## config.mk

```make
export PLATFORM = sky130hd
export DESIGN_NAME = sort_stream
export DESIGN_NICKNAME = d
export VERILOG_FILES = /design/src/rtl/sort_stream_pkg.sv /design/src/rtl/sort_cmp_swap.sv /design/src/rtl/sort_stream.sv
export SDC_FILE = /design/constraint.sdc
export NUM_CORES = 1
export LEC_CHECK = 0
export CAP_MARGIN = 30
export CELL_PAD_IN_SITES_DETAIL_PLACEMENT = 1
export CELL_PAD_IN_SITES_GLOBAL_PLACEMENT = 1
export CORE_MARGIN = 4
export CORE_UTILIZATION = 45
export DETAILED_ROUTE_END_ITERATION = 10
export PLACE_DENSITY_LB_ADDON = 0.05
export SLEW_MARGIN = 10
export SYNTH_ARGS = -nofsm -noshare
export SYNTH_HDL_FRONTEND = slang
export SYNTH_SLANG_ARGS = --single-unit
```

## constraint.sdc

```tcl
create_clock -name clk -period 3.4 [get_ports clk]
set_input_delay 0.51 -clock clk [delete_from_list [all_inputs] [get_ports clk]]
set_output_delay 0.51 -clock clk [all_outputs]
set_load 0.03 [all_outputs]
```

## src/rtl/sort_stream_pkg.sv

```systemverilog
// rtl/sort_stream_pkg.sv - shared FSM encodings and counter sizing for sort_stream
package sort_stream_pkg;

  typedef enum logic [1:0] {
    ST_LOAD  = 2'd0,
    ST_SORT  = 2'd1,
    ST_DRAIN = 2'd2
  } state_e;

  // Width of a counter that must index 0..n-1; never narrower than one bit.
  function automatic int cnt_width(input int n);
    return (n <= 2) ? 1 : $clog2(n);
  endfunction

endpackage

```

## src/rtl/sort_cmp_swap.sv

```systemverilog
// rtl/sort_cmp_swap.sv - combinational compare-exchange of one adjacent pair
module sort_cmp_swap #(
  parameter int WIDTH   = 4,
  parameter bit DESCEND = 1'b0
) (
  input  logic [WIDTH-1:0] a_lo,
  input  logic [WIDTH-1:0] a_hi,
  output logic [WIDTH-1:0] y_lo,
  output logic [WIDTH-1:0] y_hi
);

  logic swap;

  // Swap only on strict inequality so equal values keep their places.
  always_comb begin
    swap = DESCEND ? (a_lo < a_hi) : (a_lo > a_hi);
    y_lo = swap ? a_hi : a_lo;
    y_hi = swap ? a_lo : a_hi;
  end

endmodule

```

## src/rtl/sort_stream.sv

```systemverilog
// rtl/sort_stream.sv - serial-in, odd-even transposition sort, serial-out
module sort_stream
  import sort_stream_pkg::*;
#(
  parameter int NUM_VALS = 8,
  parameter int WIDTH    = 4,
  parameter bit DESCEND  = 1'b0
) (
  input  logic             clk,
  input  logic             rst,
  input  logic [WIDTH-1:0] in_data,
  input  logic             in_valid,
  output logic             in_ready,
  output logic [WIDTH-1:0] out_data,
  output logic             out_valid,
  input  logic             out_ready,
  output logic             out_last,
  output logic             busy
);

  localparam int CW = cnt_width(NUM_VALS);
  localparam logic [CW-1:0] LAST = CW'(NUM_VALS - 1);

  state_e           state_q, state_d;
  // One counter serves as load index, pass number and drain index; it is
  // cleared on every state change so each state sees it start at zero.
  logic [CW-1:0]    cnt_q, cnt_d;
  logic [WIDTH-1:0] mem_q [NUM_VALS];
  logic [WIDTH-1:0] mem_d [NUM_VALS];

  // Buffer contents after an even pass (pairs 0-1, 2-3, ...) and after an
  // odd pass (pairs 1-2, 3-4, ...); elements outside any pair pass through.
  logic [WIDTH-1:0] even_v [NUM_VALS];
  logic [WIDTH-1:0] odd_v  [NUM_VALS];

  for (genvar k = 0; k < NUM_VALS / 2; k++) begin : g_even
    sort_cmp_swap #(.WIDTH(WIDTH), .DESCEND(DESCEND)) u_cmp (
      .a_lo (mem_q[2*k]),
      .a_hi (mem_q[2*k+1]),
      .y_lo (even_v[2*k]),
      .y_hi (even_v[2*k+1])
    );
  end

  if ((NUM_VALS % 2) == 1) begin : g_even_tail
    assign even_v[NUM_VALS-1] = mem_q[NUM_VALS-1];
  end

  assign odd_v[0] = mem_q[0];

  for (genvar k = 0; k < (NUM_VALS - 1) / 2; k++) begin : g_odd
    sort_cmp_swap #(.WIDTH(WIDTH), .DESCEND(DESCEND)) u_cmp (
      .a_lo (mem_q[2*k+1]),
      .a_hi (mem_q[2*k+2]),
      .y_lo (odd_v[2*k+1]),
      .y_hi (odd_v[2*k+2])
    );
  end

  if ((NUM_VALS % 2) == 0) begin : g_odd_tail
    assign odd_v[NUM_VALS-1] = mem_q[NUM_VALS-1];
  end

  // Next-state, counter, buffer and handshake outputs for LOAD/SORT/DRAIN.
  always_comb begin
    state_d   = state_q;
    cnt_d     = cnt_q;
    mem_d     = mem_q;
    in_ready  = 1'b0;
    out_valid = 1'b0;
    out_last  = 1'b0;
    out_data  = '0;
    busy      = 1'b0;

    case (state_q)
      ST_LOAD: begin
        in_ready = 1'b1;
        if (in_valid) begin
          mem_d[cnt_q] = in_data;
          if (cnt_q == LAST) begin
            state_d = ST_SORT;
            cnt_d   = '0;
          end else begin
            cnt_d = cnt_q + CW'(1);
          end
        end
      end

      ST_SORT: begin
        busy  = 1'b1;
        mem_d = cnt_q[0] ? odd_v : even_v;
        if (cnt_q == LAST) begin
          state_d = ST_DRAIN;
          cnt_d   = '0;
        end else begin
          cnt_d = cnt_q + CW'(1);
        end
      end

      ST_DRAIN: begin
        busy      = 1'b1;
        out_valid = 1'b1;
        out_data  = mem_q[cnt_q];
        out_last  = (cnt_q == LAST);
        if (out_ready) begin
          if (cnt_q == LAST) begin
            state_d = ST_LOAD;
            cnt_d   = '0;
          end else begin
            cnt_d = cnt_q + CW'(1);
          end
        end
      end

      default: begin
        state_d = ST_LOAD;
        cnt_d   = '0;
      end
    endcase
  end

  // State, counter and buffer registers; reset discards any partial batch.
  always_ff @(posedge clk or posedge rst) begin
    if (rst) begin
      state_q <= ST_LOAD;
      cnt_q   <= '0;
      for (int i = 0; i < NUM_VALS; i++) begin
        mem_q[i] <= '0;
      end
    end else begin
      state_q <= state_d;
      cnt_q   <= cnt_d;
      mem_q   <= mem_d;
    end
  end

endmodule

```

# Word level (Yosys, flattened, before mapping)
# Cells that the tools add are included.
[classes]
shifts = 0
n_bitwise = 1
n_reduce_logical = 14
eq_ne = 18
mul = 0
addsub = 1
n_lt_le_gt_ge = 9
div_mod_pow = 0
muxes = 38
[op_table]
columns = ["op", "count"]
rows = [
  ["2-to-1 mux 4 bit", 18],
  ["2-to-1 mux 32 bit", 2],
  ["one-hot mux 32 bit (2 select lines)", 1],
  ["bitwise mux 32 bit", 1],
  ["AND reduction 4 bit", 8],
  ["greater-than comparator 4 bit", 7],
  ["inequality test 3 x 2 -> 1 bit (second input constant)", 7],
  ["binary-select mux 4 bit (select 3 bit)", 1],
  ["demux 4 bit (select 3 bit)", 1],
  ["inequality test 2 bit (second input constant)", 6],
  ["2-to-1 mux 2 bit", 5],
  ["2-to-1 mux 3 bit", 3],
  ["one-hot mux 3 bit (3 select lines)", 1],
  ["one-hot mux 2 bit (3 select lines)", 1],
  ["AND reduction 5 bit", 1],
  ["greater-or-equal comparator 4 bit (second input constant)", 1],
  ["less-than comparator 4 x 1 -> 1 bit (second input constant)", 1],
  ["2-to-1 mux 1 bit", 4],
  ["inequality test 2 x 1 -> 1 bit (second input constant)", 2],
  ["inverter 3 -> 4 bit", 1],
  ["adder 3 x 1 -> 3 bit (second input constant)", 1],
  ["== test 3 bit (second input constant)", 1],
  ["== test 2 x 1 -> 1 bit (second input constant)", 1],
  ["== test 2 bit (second input constant)", 1],
  ["other kinds (5)", 5],
]
[word_totals]
regBits = 37
mem_bits_ro = 0
latchBits = 0
output_inout_bits = 8
in_bits = 8
word_cells = 91
memories = 0
ram_bits = 0

# Longest topological paths before layout
# Gate-level depths: netlist of run 1.
[logic_depth]
word_depth = 8
depth_mapped = 9
depth_no_buf = 7

# By module
# A second synthesis of run 1 with hierarchy kept.
[unflattened]
cells_unflattened = 377
hier_area_um2 = 4050.1
[by_module_without_submodules]
columns = ["mod", "area_each_um2", "seq_area_each_um2", "cells_each", "n_inst"]
rows = [
  ["sort_stream", 2605.0, 925.9, 230, 1],
  ["sort_cmp_swap", 206.4, 0.0, 21, 7],
]

# Worst setup path after synthesis of run 1
# No wires, ideal clock.
[synth_path]
path_kind = "register to output"
startpoint = "reg cnt_q[0]"
endpoint = "out out_data[0]"
path_stages_with_launch = 6
setup_slack_ps = 1213
t_arrival_ps = 1677
n_path_buf = 1
required_time_ps = 2890
cell_sequence = "dfrtp_1 buf_6 nand2_2 o21a_1 mux4_2 a21boi_1"
[synth_between]
elab_chain_len = 5
[synth_rtl]
columns = ["element", "line_no", "text"]
rows = [
  ["from (decl)", "sort_stream.sv:27", "logic [CW-1:0] cnt_q, cnt_d;"],
  ["from (signal assigned)", "sort_stream.sv:132", "cnt_q <= cnt_d;"],
  ["inverter 3 -> 4 bit (not written as such)", "sort_stream.sv:103", "out_data = mem_q[cnt_q];"],
  ["binary-select mux 4 bit (select 3 bit)", "sort_stream.sv:103", ""],
  ["2-to-1 mux 4 bit (not written as such) (2 in a row)", "sort_stream.sv:103", ""],
  ["2-to-1 mux 4 bit", "sort_stream.sv:75", "case (state_q)"],
  ["to (decl)", "sort_stream.sv:14", "output logic [WIDTH-1:0] out_data,"],
]
# No other way between the ends. The select of a mux whose other input is x is not followed.

# Final worst setup path of run 1
# Ends and elaborated chain as after synthesis.

==> impl_results.md, run 1 <==
- Status: finished clean
- Maximum clock rate: roughly 330 MHz
- Antenna Nets Post-Route: 0
- Mux cell area share after synthesis: around 15%
- # rows: 31
- Post-synthesis simple-gate area fraction: 12.7%
- Period utilisation layout: 90.3%
- Die height: between 90 and 100 um
- Worst-margin pin slew: between 0.8 and 0.9 ns
- Leak: between 1.5 and 2 nW
- Die width: 94.4 um
- Largest net degree at the start of global routing: 33
- Die area: just under 9000 sq um
- CTS Root Cell: clkbuf_8
- Ports: 16
- Slew headroom: a little under half
- Post-synthesis compound-gate area fraction: a little under a quarter
- Async S/R FF share, synth: 100%
- Max-cap violations: 0
- # diodes: 0
- Final core occ: 50.5%
- Synth Area in Adders: a little over an eighth
- Total gr overflow: 0
- Share of layout cells above drive strength 1: 11.7%
- Overall routing resource usage: about 24%
- Clk pin slew, worst setup/hold paths: around 0.070 ns
- Reg area: between 900 and 1000 sq um
- # DRC: 0
- Post-synthesis sequential area ratio: between 20 and 30%
- Clock buffer depth: 2
- RSZ-0062 raised after global routing: no
- CTS tree: done
- # fillers: between 800 and 900
- PortBufs: 15
- Final worst setup slack: between 0.3 and 0.4 ns
- Worst-Skew Late Latency: 0.29 ns
- Synth unique cells: 52
- Crit path time final: slightly above 3 ns
- CP startpoint kind: flip-flop
- Post-cts resize count: 0
- First-pass GRT wire length: around 16000 um
- Synthesized Nets: between 400 and 500
- Synth cell count leaders: 37 x dfrtp_1, 36 x inv_1, 35 x ha_1
- Worst vdd ir: about 0.00044 V
- Area Overhead vs Synth: 9.10%
- Fin. Hold Viols: 0
- Multi-input logic area: roughly 2200 sq um
- CP Launch Point: cnt_q[0]$_DFFE_PP0P_
- CTS Sinks: 37
- Nets: roughly 420
- Worst EP required: ~2.9 ns
- Top_reg_cell synth: dfrtp_1
- DP Cell Count: roughly 470
- Syn avg cell area: about 9.1 sq um
- Path depth of the worst reg2reg path: 6
- Total vias in the final route: 2835
- Pwr Density: approximately 1000 nW/um^2
- Post-CTS Hold Buffers: 0
- Total power draw: approximately 3.8 mW
- Worst min-delay path category: flip-flop to flip-flop
- # H-tree levels: 2
- CP endpoint kind: output port
- Seq cells post-synth: 37
- Top-count cell post-synth: dfrtp_1
- R2R Path End: mem_q[14]$_DFFE_PP0P_
- Post-Synthesis Cell Area: about 3400 sq um
- DR iter-0 viols: around 160
- Postcts setup bufs: 0
- Vias in the first global route: approximately 3000
- Dpl ws: ~0.64 ns
- CP Class: flip-flop to output port
- Area leader, netlist: dfrtp_1
- Worst Setup EP: out_data[0]
- DP HPWL: between 7000 and 8000 um
- Starting Density: between 40% and 50%
- Max FO, Critical Path: 32
- Core area: around 7300 sq um
- Total Wirelength: approximately 10000 um
- RR Startpoint: cnt_q[0]$_DFFE_PP0P_
- YS warnings: 0
- Drt wl/cell: about 21 um
- Setup TNS: 0 ns
- CP arrival: roughly 2.6 ns
- Post-Syn Instances: approximately 370
- CTS Buf Count: 5
- Post-synth EDFFs: 0
- Final Non-Filler Cells: roughly 480
- Vias per cell: 5.97
- Pre-Repair DR Iteration Count: 4
- # setup viols final: 0
- Area contributors post-synth: dfrtp_1 28%, ha_1 13%, mux2i_1 9.8%, a22oi_1 5.6%, inv_1 4.0%
- Xor/xnor share of the synthesized area: 0%
- Placer Congestion: roughly 0.84
- Antenna violations before repair: 0
- Main combinational cell family by area after synthesis: compound AO/OA/AOI/OAI gates
- Flop-to-flop setup slack: 0.86 ns
- Slew Limit Fails: 0
- Yosys top cell area share: 27.6%
- Clock skew: approximately 0.0034 ns
through the flow:
stage / instance area [sq um] / hold WS, ns
detailed placement: 3570 / 0.569
global placement: 3570 / 0.564
CTS: 3660 / 0.585
finish: 3660 / 0.582
floorplan: 3360 / 0.501
global route: 3660 / 0.630
logic make-up (layout without fill, tap and decap cells):
kind of cell    count (synthesis)  count (layout)
mux                            46              46
simple gates                   82              82
buf+inv                        59              68
compound gates                108             108
fa+ha+maj                      35              35
flops                          37              37
flip-flops by register name (all words and copies together), names as in the netlist:
signal   cells
cnt_q        3
mem_q       32
state_q      2
worst max-delay path, stage by stage (launching register included):
cell	delay (ns)
dfrtp_2	0.72
nand2_2	0.10
o21a_1	0.12
mux4_2	0.45
a21boi_1	0.17
clkdlybuf4s50_1	0.69
worst min path at each step:
stage                             to                  start  cells past startpoint
6_report        mem_q[2]$_DFFE_PP0P_   mem_q[2]$_DFFE_PP0P_                      2
5_1_grt         mem_q[2]$_DFFE_PP0P_   mem_q[2]$_DFFE_PP0P_                      2
4_1_cts         mem_q[2]$_DFFE_PP0P_   mem_q[2]$_DFFE_PP0P_                      2
3_5_place_dp    mem_q[2]$_DFFE_PP0P_   mem_q[2]$_DFFE_PP0P_                      2
3_3_place_gp    mem_q[2]$_DFFE_PP0P_   mem_q[2]$_DFFE_PP0P_                      2
2_1_floorplan  mem_q[31]$_DFFE_PP0P_  mem_q[31]$_DFFE_PP0P_                      1
cell type report:
cell class,count,share of cell area [%]
Timing Repair Buffer,24,5.95
Clock buffer,7,2.36
Multi-Input combinational cell,271,59.2
Inverter,37,3.79
Tap cell,99,3.38
Sequential cell,37,25.3
placed cells by master, fill, tap and decap left out, types with 5 or more instances in the layout:
master,Yosys,routed
nor2_1,16,16
clkbuf_8,0,6
o211ai_1,6,6
a21oi_1,14,14
o21a_1,6,6
ha_1,35,35
buf_4,4,9
a22oi_1,25,25
nand2_1,31,31
nand4_1,5,5
dfrtp_1,37,36
o21ai_0,25,25
inv_1,36,36
mux2_2,6,6
clkdlybuf4s50_1,0,15
mux2i_1,33,33
nor2b_1,10,10
report_power, final:
part | switching [mW] | internal [mW] | total [mW]
clock | 0.155 | 0.161 | 0.316
combinational | 1.50 | 1.03 | 2.53
sequential | 0.298 | 0.602 | 0.900
per-layer routing:
layer / share of wire [%] / GRT usage, % / routed length (um)
met4: 1.5 / 6.62 / 149
met2: 48 / 39.6 / 4820
met1: 48 / 33.8 / 4770
met5: 0 / 0 / 0
met3: 2.8 / 3.11 / 280
(Power assumes the default switching activity.)
==> inputs of run 2 (changes only) <==
--- a/config.mk
+++ b/config.mk
@@ -5,7 +5,7 @@
 export SDC_FILE = /design/constraint.sdc
 export NUM_CORES = 1
 export LEC_CHECK = 0
-export CAP_MARGIN = 30
+export CAP_MARGIN = 40
 export CELL_PAD_IN_SITES_DETAIL_PLACEMENT = 1
 export CELL_PAD_IN_SITES_GLOBAL_PLACEMENT = 1
 export CORE_MARGIN = 4
@@ -15,4 +15,5 @@
 export SLEW_MARGIN = 10
 export SYNTH_ARGS = -nofsm -noshare
 export SYNTH_HDL_FRONTEND = slang
+export SYNTH_HIERARCHICAL = 1
 export SYNTH_SLANG_ARGS = --single-unit
==> impl_results.md, run 2 <==
- YS warnings: 6 (was 0)
- Synth cell count leaders: 78 x mux2_2, 41 x mux2i_1, 37 x dfrtp_1 (was 37 x dfrtp_1, 36 x inv_1, 35 x ha_1)
- Die height: 103 um (was 94.4 um)
- Number of flip-flops in the largest register: 32 (unchanged)
- Total gr overflow: 0 (unchanged)
- Placer Congestion: 0.784 (was 0.843)
- Antenna violations before repair: 0 (unchanged)
- Crit-path cells: buf_12 -> mux2i_1 -> o22ai_1 -> o21a_1 -> clkdlybuf4s50_1 (was nand2_2 -> o21a_1 -> mux4_2 -> a21boi_1 -> clkdlybuf4s50_1)
- CP max stage cell: dfrtp_2 (unchanged)
- Starting Density: 46.4% (was 46.3%)
- Largest Register: mem_q (unchanged)
- PortBufs: 15 (unchanged)
- # DRC: 0 (unchanged)
- Die area: 10600 sq um (was 8900 sq um)
- Period utilisation layout: 88.9% (was 90.3%)
- # H-tree levels: 2 (unchanged)
- Worst-margin pin slew: 0.753 ns (was 0.806 ns)
- CP Class: flip-flop to output port (unchanged)
- Total vias in the final route: 3146 (was 2835)
- Max FO, Critical Path: 27 (was 32)
- CTS Sinks: 37 (unchanged)
- Total Wirelength: 11300 um (was 10000 um)
- Worst min-delay path category: input port to asynchronous set/reset pin (was flip-flop to flip-flop)
- Drt wl/cell: 22.8 um (was 21.1 um)
- CTS Buf Count: 5 (unchanged)
- Overall routing resource usage: 23.1% (was 24.2%)
- Setup TNS: 0 ns (unchanged)
- Slew headroom: 49.1% (was 46.1%)
- Area Overhead vs Synth: 9.55% (was 9.10%)
- CP bufs+invs: 2 (was 1)
- Top_reg_cell synth: dfrtp_1 (unchanged)
- # diodes: 0 (unchanged)
- Core area: 8720 sq um (was 7250 sq um)
- CP delay by family, top: buffers and inverters (was flip-flops)
- Top-count cell post-synth: mux2_2 (was dfrtp_1)
- Max-cap violations: 0 (unchanged)
- Post-Syn Instances: 377 (was 367)
- Vias in the first global route: 3290 (was 3010)
- Dpl ws: 0.721 ns (was 0.643 ns)
- Die width: 103 um (was 94.4 um)
- CTS tree: done (unchanged)
- CP endpoint kind: output port (unchanged)
- Status: finished clean (unchanged)
- RSZ-0062 raised after global routing: no (unchanged)
- Post-synthesis sequential area ratio: 22.9% (was 27.6%)
- Synthesized Nets: 419 (was 410)
- Share of layout cells above drive strength 1: 31.3% (was 11.7%)
- Antenna Nets Post-Route: 0 (unchanged)
- Crit path time final: 3.02 ns (was 3.07 ns)
- Ports: 16 (unchanged)
- Post-CTS Hold Buffers: 0 (unchanged)
- Worst EP required: 2.89 ns (about the same)
- Syn avg cell area: 10.7 sq um (was 9.14 sq um)
- Clock buffer depth: 2 (unchanged)
- # rows: 34 (was 31)
- Synth unique cells: 37 (was 52)
- Area contributors post-synth: dfrtp_1 23%, mux2_2 22%, ha_1 11%, mux2i_1 10%, o2bb2ai_1 5.2% (was dfrtp_1 28%, ha_1 13%, mux2i_1 9.8%, a22oi_1 5.6%, inv_1 4.0%)
- Top Registers: mem_q (32), cnt_q (3), state_q (2) (unchanged)
- First-pass GRT wire length: 18700 um (was 16400 um)
- Nets: 428 (was 419)
- # setup viols final: 0 (unchanged)
- Highest-count cells in the layout ignoring fill and taps: 78 x mux2_2, 41 x mux2i_1, 36 x dfrtp_1, 34 x inv_1, 34 x ha_1 (was 36 x inv_1, 36 x dfrtp_1, 35 x ha_1, 33 x mux2i_1, 31 x nand2_1)
- CP max stage delay: 0.81 ns (was 0.72 ns)
- Maximum clock rate: 331 MHz (was 326 MHz)
- Commonest non-fill, non-tap cell in the layout: mux2_2
- Postcts setup bufs: 0 (unchanged)
- Vias per cell: 6.36 (was 5.97)
- Fin. Hold Viols: 0 (unchanged)
- CP startpoint kind: flip-flop (unchanged)
- Area leader, netlist: dfrtp_1 (unchanged)
- Final core occ: 50.9% (was 50.5%)
- Seq cells post-synth: 37 (unchanged)
- Slew Limit Fails: 0 (unchanged)
- Worst hold margin: 0.551 ns (was 0.582 ns)
- CP arrival: 2.51 ns (was 2.56 ns)
- Clock skew: 0.00898 ns (was 0.00344 ns)
- Post-Synthesis Cell Area: 4050 sq um (was 3360 sq um)
- Final worst setup slack: 0.379 ns (was 0.331 ns)
- Yosys top cell area share: 22.9% (was 27.6%)
- Largest net degree at the start of global routing: 28 (was 33)
- Pre-Repair DR Iteration Count: 4 (unchanged)
- DR iter-0 viols: 116 (was 159)
- CTS Root Cell: clkbuf_8 (unchanged)
- Worst-Skew Late Latency: 0.30 ns (was 0.29 ns)
- Post-synth EDFFs: 0 (unchanged)
- DP HPWL: 7930 um (was 7860 um)
- Post-cts resize count: 0 (unchanged)
- Clk pin slew, worst setup/hold paths: 0.09 ns (was 0.07 ns)
- Async S/R FF share, synth: 100% (unchanged)
## run 2: changes by cell type after synthesis, moves of 7 or more
cell / previous run / this run
mux2_1: 4 / 14
o22ai_1: 2 / 9
o2bb2ai_1: 0 / 24
mux2i_1: 33 / 41
o21ai_0: 25 / 0
nor2_1: 16 / 0
buf_1: 0 / 7
mux2_2: 6 / 78
a22oi_1: 25 / 0
nor2b_2: 0 / 7
nand2_1: 31 / 3
a22o_1: 0 / 8
## run 2: kinds of logic after synthesis
family,share of synthesized area (%)
adder cells (fa/ha/maj),10.5
multiplexers,35.7
buffers and inverters,5.72
AND/OR/NAND/NOR,8.71
AO/OA/AOI/OAI,16.5
flip-flops,22.9
## run 2: layer usage
layer	share of wire [%]	GRT usage, %	up-vias
met5	0	0	-
met2	47	37.2	60
met4	2.2	6.77	0
li1	-	-	1451
met1	47	32.5	1620
met3	3.1	2.91	15
## run 2: final timing paths
check | from | endpoint | slack (ns) | depth (start not counted)
max | cnt_q[0]$_DFFE_PP0P_ | out_data[2] | 0.38 | 5
min in group clk | state_q[0]$_DFFE_PP0P_ | state_q[0]$_DFFE_PP0P_ | 0.61 | 1
max in group asynchronous | rst | mem_q[8]$_DFFE_PP0P_ | 2.33 | 3
max reg2reg | mem_q[19]$_DFFE_PP0P_ | mem_q[23]$_DFFE_PP0P_ | 0.87 | 8
min reg2reg | state_q[0]$_DFFE_PP0P_ | state_q[0]$_DFFE_PP0P_ | 0.61 | 1
min | rst | mem_q[14]$_DFFE_PP0P_ | 0.55 | 2
## run 2: area by class of cell
class,count,area (sq um)
flip-flops and latches,37,927
clock inverters,3,22.5
fillers,956,4280
multi-input cells,285,2890
clock buffers,5,68.8
repair buffers,23,263
inverters,34,128
well taps,108,135
## run 2: stage by stage
step / std cells / area, sq um
after floorplan: 377 / 4050
after global placement: 485 / 4290
after detailed placement: 487 / 4350
after CTS: 495 / 4440
after global routing: 495 / 4440
final: 495 / 4440
Power of run 2 is not shown: default switching activity piles up to over one toggle a cycle in this logic, so the estimate is an artifact.
==> inputs of run 3 (changes only) <==
==> constraint.sdc (replaced) <==
create_clock -name clk -period 3.1 [get_ports clk]
set_input_delay 0.465 -clock clk [delete_from_list [all_inputs] [get_ports clk]]
set_output_delay 0.465 -clock clk [all_outputs]
set_load 0.03 [all_outputs]
==> impl_results.md, run 3 (synthesis gave the netlist of run 2 again) <==
- Status: finished clean (unchanged)
- CTS Buf Count: 5 (unchanged)
- Nets: 426 (was 428)
- R2R Path End: mem_q[9]$_DFFE_PP0P_ (was mem_q[23]$_DFFE_PP0P_)
- Period utilisation layout: about 95%
- Slew Limit Fails: 0 (unchanged)
- RSZ-0062 raised after global routing: no (unchanged)
- CP endpoint kind: output port (unchanged)
- Flop-to-flop setup slack: 0.48 ns (was 0.87 ns)
- Largest net degree at the start of global routing: 38 (was 28)
- # setup viols final: 0 (unchanged)
- Antenna violations before repair: 0 (unchanged)
- Commonest non-fill, non-tap cell in the layout: mux2_2 (unchanged)
- Starting Density: 46.4% (unchanged)
- WL met3: 259 um (was 351 um)
- PortBufs: 15 (unchanged)
- Max Used Layer: met4 (unchanged)
- # H-tree levels: 2 (unchanged)
- Ports: 16 (unchanged)
- Number of flip-flops in the largest register: 32 (unchanged)
- Clk pin slew, worst setup/hold paths: 0.09 ns (about the same)
- RR Startpoint: state_q[1]$_DFFE_PP0P_ (was mem_q[19]$_DFFE_PP0P_)
- Die width: 103 um (unchanged)
- # DRC: 0 (unchanged)
- DP HPWL: 7660 um (was 7930 um)
- Core area: 8720 sq um (unchanged)
- Fin. Hold Viols: 0 (unchanged)
- Vias per cell: 6.18 (was 6.36)
- Placement Cell Area: 4280 sq um (was 4350 sq um)
- CP startpoint kind: flip-flop (unchanged)
- Highest-count cells in the layout ignoring fill and taps: 78 x mux2_2, 41 x mux2i_1, 36 x dfrtp_1, 34 x inv_1, 34 x ha_1 (unchanged)
- Crit path time final: around 2.9 ns
- Worst EP required: 2.63 ns (was 2.89 ns)
- Overall routing resource usage: 22.4% (was 23.1%)
- Vias in the first global route: 3244 (was 3290)
- Maximum clock rate: ~340 MHz
- Largest Register: mem_q (unchanged)
- Post-cts resize count: 0 (unchanged)
- Final core occ: 50.7% (was 50.9%)
- CTS Root Cell: clkbuf_8 (unchanged)
- Die area: 10600 sq um (unchanged)
- Setup TNS: 0 ns (unchanged)
- Postcts setup bufs: 0 (unchanged)
- CTS tree: done (unchanged)
- WL met1: 5190 um (was 5360 um)
- DR iter-0 viols: 112 (was 116)
- Post-CTS Hold Buffers: 0 (unchanged)
- Slew headroom: 41.4% (was 49.1%)
- Total Wirelength: 10900 um (was 11300 um)
- Final Cell Area: 4420 sq um (was 4440 sq um)
- Antenna Nets Post-Route: 0 (unchanged)
- CP arrival: 2.48 ns (was 2.51 ns)
- Placer Congestion: 0.814 (was 0.784)
- Worst-Skew Late Latency: 0.30 ns (about the same)
- First-pass GRT wire length: 18200 um (was 18700 um)
- Area Overhead vs Synth: 9.18% (was 9.55%)
- Die height: 103 um (unchanged)
- CTS Sinks: 37 (unchanged)
- Total gr overflow: 0 (unchanged)
- Max-cap violations: 0 (unchanged)
- Total vias in the final route: 3046 (was 3146)
- Drt wl/cell: 22.1 um (was 22.8 um)
- # fillers: 968 (was 956)
- Pre-Repair DR Iteration Count: 4 (unchanged)
- Clock buffer depth: 2 (unchanged)
- Worst-margin pin slew: 0.866 ns (was 0.753 ns)
- Top Registers: mem_q (32), cnt_q (3), state_q (2) (unchanged)
- Worst min-delay path category: input port to asynchronous set/reset pin (unchanged)
- Met2 wire length: 5290 um (was 5340 um)
- Path depth of the worst reg2reg path: 5 (was 8)
- CP Class: flip-flop to output port (unchanged)
- # rows: 34 (unchanged)
- Share of layout cells above drive strength 1: 30.9% (was 31.3%)
- Max FO, Critical Path: 26 (was 27)
- # diodes: 0 (unchanged)
- Clock skew: 0.00988 ns (was 0.00898 ns)
## run 3: changes by cell type in the layout (fill, tap and decap cells not counted)
cell        before  now
clkinvlp_4       3    0
buf_16           2    0
bufinv_16        0    2
buf_4            5    4
clkbuf_2         0    1
clkinv_2         0    1
## run 3: metrics by stage
stage / std cells / hold slack (ns) / worst slack, ns
floorplan: 377 / 0.536 / 0.967
global placement: 484 / 0.563 / 0.511
detailed placement: 484 / 0.596 / 0.458
CTS: 492 / 0.623 / 0.117
global route: 493 / 0.645 / 0.00468
finish: 493 / 0.609 / 0.154
## run 3: how the worst max path moves through the flow
stage / endpoint / from / slack [ns] / cells past startpoint
after detailed placement: out_data[0] / cnt_q[0]$_DFFE_PP0P_ / 0.46 / 5
after floorplan: mem_q[11]$_DFFE_PP0P_ / mem_q[5]$_DFFE_PP0P_ / 0.97 / 9
after global placement: out_data[3] / cnt_q[0]$_DFFE_PP0P_ / 0.51 / 5
after CTS: out_data[0] / cnt_q[0]$_DFFE_PP0P_ / 0.12 / 5
after global routing: out_data[0] / cnt_q[0]$_DFFE_PP0P_ / 0.005 / 5
final: out_data[0] / cnt_q[0]$_DFFE_PP0P_ / 0.15 / 5
## run 3: routing by layer
layer	up-vias	GRT usage [%]
met2	43	37.1
met3	10	2.37
met4	0	5.28
met5	-	0
met1	1552	31.5
li1	1441	-
## run 3: final cells by class
class                   instances  area, sq um  share of cell area, %
inverters                      34          128                   2.89
clock buffers                   5         68.8                   1.56
clock inverters                 3         65.1                   1.47
well taps                     108          135                   3.06
multi-input cells             285         2890                   65.4
repair buffers                 21          205                   4.64
flip-flops and latches         37          927                   21.0
## run 3: worst max-delay path, cell delays in order, from the launching register on
cell	delay (ns)
dfrtp_2	0.66
buf_12	0.26
mux2i_1	0.32
o22ai_1	0.14
o21a_1	0.20
clkdlybuf4s50_1	0.59
Power of run 3 is left out for the same reason.
==> RTL change 1 (config.mk and constraints of run 1) <==
`DESCEND` is set to 1'b0 in 2 places; all go to 1'b1.
--- a/src/rtl/sort_cmp_swap.sv
+++ b/src/rtl/sort_cmp_swap.sv
@@ -3,3 +3,3 @@
   parameter int WIDTH   = 4,
-  parameter bit DESCEND = 1'b0
+  parameter bit DESCEND = 1'b1
 ) (
--- a/src/rtl/sort_stream.sv
+++ b/src/rtl/sort_stream.sv
@@ -6,3 +6,3 @@
   parameter int WIDTH    = 4,
-  parameter bit DESCEND  = 1'b0
+  parameter bit DESCEND  = 1'b1
 ) (
Check against the original RTL: no difference found for any inputs over 10 cycles, from zero or initial values and one cycle with rst high; that may be too few to reach the edited logic, so the function may still have changed.
==> RTL change 1 against run 1 <==
- worst setup slack worse by 150 ps
- combinational power is 17% lower
- sequential cell count is the same
- design area decreased by 4.6%
- total power shrank 12%
- fmax decreased by 4.7%
- wire length is 1.4% lower
- area after synthesis shrank 5.0%
- largest cell class unchanged
- largest power group unchanged
==> RTL change 1: results (changes against run 1) <==
status: "finished, final reports clean"  # unchanged
reg2reg_slack_ps: 960  # was 860 ps
synth_common_cells: "dfrtp_1 (37), inv_1 (31), mux2i_1 (28)"  # was dfrtp_1 (37), inv_1 (36), ha_1 (35)
track_usage_pct: 24.2  # about the same
dpl-instance-area_mm2: 0.00341  # was 0.00357 mm²
pre_cts_ws_ps: 555  # was 643 ps
fillers: 796  # was 859
regToRegStartpoint: "state_q[1]"  # was cnt_q[0]
reg2reg_depth: 8  # was 6
min_to: "mem_q[28]"  # was mem_q[2]
gp_congestion: 0.836  # was 0.843
yosysUniqueCellTypes: 57  # was 52
drive_gt1_share_pct: 14.3  # was 11.7%
synth_fp_nets: 378  # was 410
synth.avg_cell_area_um2: 9.30  # was 9.14 µm²
max_stage_delay_ps: 930  # was 720 ps
dp_hpwl_mm: 7.43  # was 7.86 mm
tightest_slew_ps: 885  # was 806 ps
clk_pin_slew_ps: 90  # was 70 ps
worstHoldPathCells: 1  # was 2
ir_worst_vdd_mv: 0.291  # was 0.440 mV
met1_length_mm: 4.55  # was 4.77 mm
met2_usage_pct: 39.6  # about the same
internal-power_mw: 1.62  # was 1.79 mW
use_met1_pct: 33.3  # was 33.8%
crit_arrival_ps: 2710  # was 2560 ps
fin_worst_skew_ps: 12.0  # was 3.44 ps
hold_start: "mem_q[28]"  # was mem_q[2]
cpMaxStageDelayCell: "dfrtp_1"  # was dfrtp_2
grt.met3_usage_pct: 4.02  # was 3.11%
ys_seq_area_share_pct: 29.0  # was 27.6%
vias: 2695  # was 2835
grt_max_degree: 29  # was 33
place_inst: 445  # was 468
grt_pass1_vias: 2777  # was 3010
==> RTL change 1: changes by cell type after synthesis, moves of 6 or more <==
cell / run 1 / this run
mux2_2: 6 / 12
o21ai_0: 25 / 19
ha_1: 35 / 27
nor2_1: 16 / 8
a21oi_1: 14 / 23
a22oi_1: 25 / 7
o22a_1: 0 / 6
==> RTL change 1: area by class of cell <==
class / count / area [µm²] / area share, %
multi-input cells: 258 / 2040 / 58.5
flip-flops and latches: 37 / 927 / 26.6
repair buffers: 22 / 203 / 5.81
inverters: 32 / 120 / 3.44
well taps: 96 / 120 / 3.44
clock buffers: 8 / 80.1 / 2.29
==> RTL change 1: power by group through the flow <==
stage	Clock (mW)	Combinational (mW)	Sequential (mW)
after floorplan	0	1.74	0.712
after global placement	0	2.04	0.914
after detailed placement	0	2.08	0.922
after CTS	0.313	2.09	0.913
after global routing	0.332	2.31	0.946
final	0.312	2.09	0.919
==> RTL change 1: stage by stage <==
step,hold slack [ps],power [mW]
after detailed placement,536,3.00
after global placement,512,2.95
after CTS,553,3.32
after global routing,576,3.59
after floorplan,490,2.45
final,546,3.32
==> RTL change 1: worst max path at each step <==
| stage | endpoint | from | cells after the start |
|---|---|---|---|
| 3_5_place_dp | out_data[3] | cnt_q[1] | 4 |
| 5_1_grt | out_data[3] | cnt_q[1] | 4 |
| 3_3_place_gp | out_data[3] | cnt_q[1] | 5 |
| 2_1_floorplan | out_data[2] | cnt_q[0] | 7 |
| 4_1_cts | out_data[3] | cnt_q[1] | 4 |
| 6_report | out_data[3] | cnt_q[1] | 4 |
==> RTL change 1: kinds of logic after synthesis <==
family | share of synthesized area (%)
flops | 29.0
compound gates | 24.0
mux | 15.5
simple gates | 13.9
fa+ha+maj | 10.6
buf+inv | 6.98
==> RTL change 2 (config.mk and constraints of run 1) <==
Made on the original files. The 3 states of `state_e` get a one-hot encoding in 3 bits.
--- a/src/rtl/sort_stream_pkg.sv
+++ b/src/rtl/sort_stream_pkg.sv
@@ -3,6 +3,6 @@
 
-  typedef enum logic [1:0] {
-    ST_LOAD  = 2'd0,
-    ST_SORT  = 2'd1,
-    ST_DRAIN = 2'd2
+  typedef enum logic [2:0] {
+    ST_LOAD  = 3'b001,
+    ST_SORT  = 3'b010,
+    ST_DRAIN = 3'b100
   } state_e;
Check against the original RTL: same outputs for any inputs over 10 cycles, from zero or initial values and one cycle with rst high; not proved beyond that.
==> RTL change 2 against run 1 <==
- fmax rose by 0.64%
- worst setup slack improved by 20 ps
- clock skew rose by 2.5 ps
- design area rose by 2.2%
- total power fell by 14%
- synthesized cell count rose by 6.5%
- count of clock-buffer cells in the layout did not move
- wire length rose by 3.9%
- critical path depth rose by 1
- area after synthesis rose by 2.8%
- die area rose by 2.6%
- sequential cell count rose by 1
- largest cell class unchanged
- largest power group unchanged
==> RTL change 2: results (changes against run 1) <==
final-nonclk-buf-share_pct: 5.02  # was 5.95%
drive_gt1_share_pct: 11.1  # was 11.7%
dp_hpwl_mm: 7.79  # was 7.86 mm
ys_seq_area_share_pct: 27.6  # about the same
grt.met3_usage_pct: 3.47  # was 3.11%
cp_top_family: "compound AO/OA/AOI/OAI gates"  # was flip-flops
status: "finished, final reports clean"  # unchanged
detail_route.wl_per_cell_um: 20.9  # was 21.1 µm
synth_common_cells: "nor2_1 (44), mux2i_1 (42), a21oi_1 (41)"  # was dfrtp_1 (37), inv_1 (36), ha_1 (35)
synth.avg_cell_area_um2: 8.83  # was 9.14 µm²
p_sw_mw: 1.59  # was 1.96 mW
fin_worst_skew_ps: 5.89  # was 3.44 ps
use_met1_pct: 34.0  # was 33.8%
synth_fp_nets: 429  # was 410
nMultiInputCombCells: 298  # was 271
viasPerCell: 5.94  # was 5.97
max_stage_delay_ps: 600  # was 720 ps
gp_congestion: 0.796  # was 0.843
p_comb_share_pct: 57.2  # was 67.6%
multi_input_area_share_pct: 60.4  # was 59.2%
met2_usage_pct: 39.8  # was 39.6%
crit_arrival_ps: 2540  # was 2560 ps
power_density_mw_per_mm2: 863  # was 1020 mW/mm²
seqCellArea_um2: 953  # was 927 µm²
reg2reg_slack_ps: 890  # was 860 ps
wirelength_mm: 10.4  # was 10.0 mm
fin_nets: 435  # was 419
crit_path_max_fanout: 25  # was 32
ir_worst_vdd_mv: 0.395  # was 0.440 mV
grt_pass1_vias: 3047  # was 3010
max-slew-margin-rel_pct: 45.5  # was 46.1%
yosysUniqueCellTypes: 60  # was 52
track_usage_pct: 24.3  # was 24.2%
drtIter0Drc: 176  # was 159
reg_top3: "mem_q (32), cnt_q (3), state_q (3)"  # was mem_q (32), cnt_q (3), state_q (2)
[RTL change 2: cell types whose count changed in the layout (fill, tap and decap cells not counted), moves of 5 or more]
| cell | run 1 | this run |
|---|---|---|
| a21oi_1 | 14 | 41 |
| nor2b_1 | 10 | 16 |
| nor2_1 | 16 | 44 |
| mux2i_1 | 33 | 42 |
| nand2_1 | 31 | 18 |
| ha_1 | 35 | 30 |
| o21a_1 | 6 | 0 |
| nand3_1 | 0 | 6 |
| o21ai_0 | 25 | 15 |
| a22oi_1 | 25 | 5 |
[RTL change 2: path summary, 6_finish.rpt]
kind | to | cells after the start | startpoint
hold / removal | cnt_q[1] | 1 | cnt_q[1]
setup reg to reg | mem_q[8] | 5 | state_q[2]
hold reg to reg | cnt_q[1] | 1 | cnt_q[1]
min in group asynchronous | mem_q[8] | 3 | rst
max in group asynchronous | cnt_q[0] | 3 | rst
setup / recovery | out_data[3] | 6 | cnt_q[0]
[RTL change 2: logic make-up (layout without fill, tap and decap cells)]
group                    Yosys count  count (layout)  share of synthesized area (%)
buffers and inverters             55              62                           6.93
AO/OA/AOI/OAI                    102             102                           21.3
multiplexers                      51              51                           15.4
XOR/XNOR                           1               1                          0.254
AND/OR/NAND/NOR                  114             114                           17.6
adder cells (fa/ha/maj)           30              30                           10.9
flip-flops                        38              38                           27.6
[RTL change 2: metrics by stage]
step	hold WS, ps	cell area [µm²]	setup slack [ps]
after floorplan	507	3450	1240
after global placement	547	3650	749
after detailed placement	574	3650	704
after CTS	591	3740	353
after global routing	614	3740	142
final	588	3740	351
[RTL change 2: layer usage]
layer,wire length (µm),part of all wire [%]
met2,4970,48
met4,110,1.1
met1,5040,48
met5,0,0
met3,286,2.7
